<file path="src/rtl/blinds_motor_ctrl.sv">
`default_nettype none
// ============================================================================
// Module   : blinds_motor_ctrl
// Purpose  : Roller-blind level sequencer: moves the motor, settles, commits the
//            level. Optional BLINDS_OBSTRUCT_EN adds obstruct/err abort.
// Revision : 1.0  initial release
// ============================================================================
module blinds_motor_ctrl #(
    parameter int unsigned STEPS_PER_LEVEL = 16,
    parameter int unsigned SETTLE_CYCLES   = 4
) (
    input  logic       clk,
    input  logic       rst_n,
    input  logic       req_valid,
    input  logic [1:0] req_level,
    output logic       req_ready,
    output logic       motor_up,
    output logic       motor_down,
    output logic [1:0] level,
    output logic       sel_a,
    output logic       sel_b,
    output logic       busy,
`ifdef BLINDS_OBSTRUCT_EN
    input  logic       obstruct,
    output logic       err,
`endif
    output logic       done
);

    localparam int unsigned POS_W = $clog2(3 * STEPS_PER_LEVEL + 1);
    localparam int unsigned CNT_W = (SETTLE_CYCLES > 1) ? $clog2(SETTLE_CYCLES) : 1;

    typedef enum logic [2:0] {
        ST_IDLE      = 3'd0,
        ST_MOVE_UP   = 3'd1,
        ST_MOVE_DOWN = 3'd2,
        ST_SETTLE    = 3'd3,
        ST_DONE      = 3'd4
    } state_t;

    state_t             state_q;
    logic [POS_W-1:0]   pos_q;
    logic [1:0]         target_q;
    logic [1:0]         level_q;
    logic [CNT_W-1:0]   cnt_q;
    logic               motor_up_q;
    logic               motor_down_q;
    logic               done_q;
`ifdef BLINDS_OBSTRUCT_EN
    logic               err_q;
`endif

    logic [POS_W-1:0]   pos_up_d;
    logic [POS_W-1:0]   pos_dn_d;
    logic [POS_W-1:0]   tgt_pos;

    assign pos_up_d = pos_q + 1'b1;
    assign pos_dn_d = pos_q - 1'b1;
    assign tgt_pos  = POS_W'(target_q) * POS_W'(STEPS_PER_LEVEL);

    always_ff @(posedge clk or negedge rst_n) begin
        if (!rst_n) begin
            state_q      <= ST_IDLE;
            pos_q        <= '0;
            target_q     <= 2'd0;
            level_q      <= 2'd0;
            cnt_q        <= '0;
            motor_up_q   <= 1'b0;
            motor_down_q <= 1'b0;
            done_q       <= 1'b0;
`ifdef BLINDS_OBSTRUCT_EN
            err_q        <= 1'b0;
`endif
        end else begin
            done_q <= 1'b0;
`ifdef BLINDS_OBSTRUCT_EN
            err_q  <= 1'b0;
`endif
            case (state_q)
                ST_IDLE: begin
                    if (req_valid) begin
                        target_q <= req_level;
                        if (req_level > level_q) begin
                            state_q    <= ST_MOVE_UP;
                            motor_up_q <= 1'b1;
                        end else if (req_level < level_q) begin
                            state_q      <= ST_MOVE_DOWN;
                            motor_down_q <= 1'b1;
                        end else begin
                            state_q <= ST_DONE;
                            done_q  <= 1'b1;
                        end
                    end
                end
                ST_MOVE_UP: begin
                    pos_q <= pos_up_d;
                    if (pos_up_d == tgt_pos) begin
                        state_q    <= ST_SETTLE;
                        motor_up_q <= 1'b0;
                    end
                end
                ST_MOVE_DOWN: begin
                    pos_q <= pos_dn_d;
`ifdef BLINDS_OBSTRUCT_EN
                    // Abort: the step just taken still counts, then retreat to the committed level.
                    if (obstruct) begin
                        target_q     <= level_q;
                        state_q      <= ST_MOVE_UP;
                        motor_down_q <= 1'b0;
                        motor_up_q   <= 1'b1;
                        err_q        <= 1'b1;
                    end else
`endif
                    if (pos_dn_d == tgt_pos) begin
                        state_q      <= ST_SETTLE;
                        motor_down_q <= 1'b0;
                    end
                end
                ST_SETTLE: begin
                    if (cnt_q == CNT_W'(SETTLE_CYCLES - 1)) begin
                        cnt_q   <= '0;
                        state_q <= ST_DONE;
                        done_q  <= 1'b1;
                    end else begin
                        cnt_q <= cnt_q + 1'b1;
                    end
                end
                ST_DONE: begin
                    level_q <= target_q;
                    state_q <= ST_IDLE;
                end
                default: begin
                    state_q      <= ST_IDLE;
                    motor_up_q   <= 1'b0;
                    motor_down_q <= 1'b0;
                end
            endcase
        end
    end

    assign req_ready  = (state_q == ST_IDLE);
    assign busy       = (state_q != ST_IDLE);
    assign motor_up   = motor_up_q;
    assign motor_down = motor_down_q;
    assign level      = level_q;
    assign sel_a      = level_q[1];
    assign sel_b      = level_q[0];
    assign done       = done_q;
`ifdef BLINDS_OBSTRUCT_EN
    assign err        = err_q;
`endif

endmodule
`default_nettype wire

</file>
<file path="config.mk">
export PLATFORM = sky130hd
export DESIGN_NAME = blinds_motor_ctrl
export DESIGN_NICKNAME = d
export VERILOG_FILES = /design/src/rtl/blinds_motor_ctrl.sv
export SDC_FILE = /design/constraint.sdc
export NUM_CORES = 1
export LEC_CHECK = 0
export CAP_MARGIN = 20
export CORE_MARGIN = 2
export CORE_UTILIZATION = 49
export DETAILED_ROUTE_END_ITERATION = 12
export PLACE_DENSITY_LB_ADDON = 0.15
export REMOVE_ABC_BUFFERS = 1
export SLEW_MARGIN = 20
export SYNTH_ARGS = -nofsm -noshare
export SYNTH_HDL_FRONTEND = slang
export SYNTH_SLANG_ARGS = --single-unit
</file>
<file path="constraint.sdc">
create_clock -name clk -period 1.7 [get_ports clk]
set_input_delay 0.34 -clock clk [delete_from_list [all_inputs] [get_ports clk]]
set_output_delay 0.34 -clock clk [all_outputs]
set_load 0.02 [all_outputs]
</file>
# Word-level counts from Yosys, hierarchy flattened
# Index checks and enable logic that the tools add are counted.
# op_classes
add_sub_neg,3
n_mul,0
n_div,0
magnitude_cmp,2
eq_ne,14
n_shift,0
n_mux,23
bitwise_logic,2
reduce_logical,9
# ops
cell,n
3-bit 2-to-1 mux,6
6-bit equality test,2
3-bit case mux with 4 select lines,1
6-bit case mux with 2 select lines,1
1-bit 2-to-1 mux,11
2-bit inequality test (second input constant),5
4-bit AND reduction,2
6-bit by 1-bit adder with 6-bit output (second input constant),1
3-bit by 2-bit equality test with 1-bit output (second input constant),2
1-bit case mux with 3 select lines,2
3-bit OR reduction,2
6-bit by 1-bit subtractor with 6-bit output (second input constant),1
5-bit AND reduction,1
2-bit by 1-bit inequality test with 1-bit output (second input constant),2
3-bit by 1-bit equality test with 1-bit output (second input constant),1
3-bit equality test (second input constant),1
3-bit zero test,1
3-bit nonzero test,1
2-bit by 1-bit adder with 2-bit output (second input constant),1
2-bit equality test (second input constant),1
2-bit greater-than comparator,1
2-bit less-than comparator,1
2-bit 2-to-1 mux,1
1-bit NOT,2
other kinds (3),3
# word_totals
reg_bits,18
latchBits,0
ram_bits,0
romBits,0
inputBits,5
output_inout_bits,9
word_cells,61
memories,0

# Longest topological paths before layout
# depth
ltp_word,5
ltp_mapped,7
ltp_nobuf,7

# Worst setup path before layout
# OpenSTA, ideal clock, no wires.
# synth_path
path_kind,flip-flop to flip-flop
startpoint,reg state_q[0]
endpoint,reg target_q[0]
setup_time_ns,0.125
arrival_ns,1.706
required_ns,1.575
slack_ns,-0.131
path_stages_with_launch,5
n_path_buf,1
period_less_slack_ns,1.831
path_cell_list,dfrtp_1 > buf_2 > nor3_1 > and2_1 > mux2_2
# synth_between
elab_chain_cells,2
# synth_rtl
item,line,source
"start, declared",41,state_t state_q;
"start signal, assigned",63,state_q <= ST_IDLE;
"start signal, assigned",84,state_q <= ST_MOVE_UP;
"start signal, assigned",87,state_q <= ST_MOVE_DOWN;
3-bit zero test,n/a,
via req_ready,16,"output logic req_ready,"
2-bit AND reduction (no source line),n/a,
"end signal, assigned",82,target_q <= req_level;
"end, declared",43,logic [1:0] target_q;
# The timed path passes the listed nets, and every way through them passes these cells.
# A chain may end at the register's enable or synchronous reset.

# Worst setup path in the final report
# layout_path
startpoint,reg pos_q[0]
endpoint,reg state_q[0]
# layout_between
elab_chain_cells,4
elab_cells_between_ends,7
classes_between,add/sub (2); eq/ne (4); reduce/logical (1)
# layout_rtl
item,line,source
"start, declared",42,logic [POS_W-1:0] pos_q;
"start signal, assigned",96,pos_q <= pos_up_d;
"start signal, assigned",103,pos_q <= pos_dn_d;
6-bit by 1-bit subtractor with 6-bit output / 6-bit by 1-bit adder with 6-bit output (equally long branches),"58, 57",
6-bit equality test (on tied branches),"114, 97",
2-bit inequality test (no source line),n/a,
4-bit AND reduction (no source line) *,n/a,
"end signal, assigned",63,
"end signal, assigned",115,state_q <= ST_SETTLE;
"end signal, assigned",122,state_q <= ST_DONE;
# Mark *: on every way between the ends. The rest lies on a longest branch, timed or not.

==> results.ini <==
[synth]
yosysWarningCount = 0
syn_area_sq_um = 1200
synth_ff_type = dfrtp_1
syn_avg_cell_area_sq_um = 9.55
yosysTopAreaCell = dfrtp_1
synth_seq_area_share = 0.374
synth_seq_cells = 18
synthTopCellsByArea = dfrtp_1, ha_1, a21oi_1
synthMostInstantiatedCell = dfrtp_1
synth.distinct_cells = 42
synth-async-reset-ratio = 1.00
synth_common_cells = dfrtp_1, a21oi_1, nand2_1, nor2_1, xor2_1
synth_edf_count = 0
synth_top_area_frac = 0.374
syn_inst = 126

[worst_setup_path]
critPathKind = flop to flop
crit_fanout = 2
cp-end-kind = flop
cp.required_ns = 1.93
r2r-end = state_q[0]
cp_data_arrival_time_ns = 1.91
reg2reg_from = pos_q[0]
ff2ff_setup_slack_ns = 0.02
ff2ff_path_depth = 7
crit_path_start_kind = flop

[sta]
fin_crit_ns = 1.68
finalSetupViolations = 0
period_share = 0.986
drv_slew = 0
hold_viol_final = 0
worst_slew_pin_slew_ns = 0.395
layout_setup_ws_ns = 0.0232
holdWs_ns = 0.352
rsz0062_at_grt = true
slew_headroom = 0.737
skew_ns = 0.00986
setup_tns_ns = 0
max_freq_mhz = 596

[cts]
cts_tree = built
numCtsBuffers = 3
clk_path_buf_depth = 2
clock-sinks = 18
clkLatencyLatePin_ns = 0.31
cts-htree-levels = 1
path_clk_slew_ns = 0.11
cts_root_buf = clkbuf_4

[placed_design]
post-place-ws_ns = -0.187
port_buffers = 13
postPlaceCellArea_sq_um = 1430
dp_cells = 174
gp_congestion = 0.851
place_hpwl_um = 1800

[power]
fin_total_pwr_mw = 3.16
p_per_area_nw_per_um2 = 2040
ir_worst_vdd_mv = 1.18
power.leakage_nw = 0.739

[drt]
drt_first_pass_iters = 4
drc = 0
ant_nets = 0
drt_wl_total_um = 2580
routed_via_density = 5.55
wire_per_inst_um = 14.4
via_count = 994
first_iter_violations = 37

[floorplanning]
io_pins = 14
dieArea_sq_um = 2870
start_util = 0.529
die_w_um = 53.6
core_area_sq_um = 2280
num_rows = 17
die_y_um = 53.6

[global_route]
grt_max_degree = 19
grt.total_usage = 0.206
grt_pass1_vias = 887
grt_overflow = 0
grt_pass1_wl_um = 4040
antenna_found_initial = 0

[cells_and_area]
drive_gt1_frac = 0.265
final_area_sq_um = 1550
nets = 163
area_growth_pct = 28.6
final_core_util = 0.680
fin_cells = 179
num_antenna_cells = 0

[flow_run]
maxCapViolCount = 0

[outcome]
outcome = complete, no violations

[min_path]
hold_path_class = input pin to asynchronous set/reset pin

==> layer usage <==
layer  global-route usage  up-vias  part of all wire
met1                0.273      462              0.46
li1                     -      490                 -
met5                    0        -                 0
met3               0.0417        5             0.053
met4                0.137        0             0.021
met2                0.302       37              0.46
==> power by group <==
part	internal (mW)	total, mW	leakage, nW	switching (mW)
clock	0.131	0.280	0.0210	0.149
combinational	0.986	2.00	0.499	1.01
sequential	0.639	0.882	0.219	0.243
total	1.76	3.16	0.739	1.40
==> worst max-delay path by stage <==
stage	from	to	depth (start not counted)
after floorplan	state_q[0]	target_q[0]	3
after global placement	req_level[1]	motor_up	6
after detailed placement	req_level[1]	motor_up	6
after CTS	pos_q[0]	state_q[0]	7
after global routing	pos_q[0]	state_q[0]	7
final	pos_q[0]	state_q[0]	7
==> state kept, by name, summed over array words and instances, names as in the netlist <==
name	count
target_q	2
pos_q	6
done	1
motor_up	1
level	2
cnt_q	2
motor_down	1
state_q	3
==> logic make-up (layout without fill, tap and decap cells) <==
family | after synthesis | count (layout) | synth area share
AND/OR/NAND/NOR | 40 | 40 | 0.179
multiplexers | 6 | 6 | 0.0551
buffers and inverters | 16 | 41 | 0.0717
AO/OA/AOI/OAI | 30 | 30 | 0.179
adder cells (fa/ha/maj) | 6 | 6 | 0.0624
flip-flops | 18 | 18 | 0.374
XOR/XNOR | 10 | 10 | 0.0790
==> layout make-up <==
class	instances	area, sq um
fillers	173	728
multi-input cells	92	724
flip-flops and latches	18	452
repair buffers	30	274
clock buffers	4	36.3
well taps	28	35.0
inverters	7	26.3
==> worst max-delay path: stages (launching register included) <==
cell and delay [ns]:
dfrtp_1 0.39, inv_1 0.09, ha_2 0.18, nor3b_4 0.17, xor2_1 0.17, nand2_1 0.08, o31a_1 0.29, o31ai_2 0.23
==> placed cells by master, fill, tap and decap left out, types with 2 or more instances in the layout <==
master           count
nor2_1               8
buf_4               16
xor2_1               6
mux2_1               2
dfrtp_1             17
nand2_1              9
xnor2_1              2
inv_1                5
inv_2                2
clkdlybuf4s50_1      6
ha_1                 5
clkdlybuf4s15_1      2
nand4_1              5
clkbuf_4             3
a22oi_1              3
nor2b_1              2
mux2_2               3
a21oi_1             13
nor3_1               4
dlymetal6s2s_1       5
a211oi_4             2
nand2b_1             3
==> repair_timing <==
item | 4_1_cts | 5_1_grt
setup buffers | 0 | 1
hold buffers | 0 | 0
pin swaps | 3 | 8
gates resized for setup | 7 | 16
endpoints found under the hold margin | 0 | 0
endpoints found under the setup margin | 3 | 10
No activity file was read; power rests on OpenSTA's default activity.
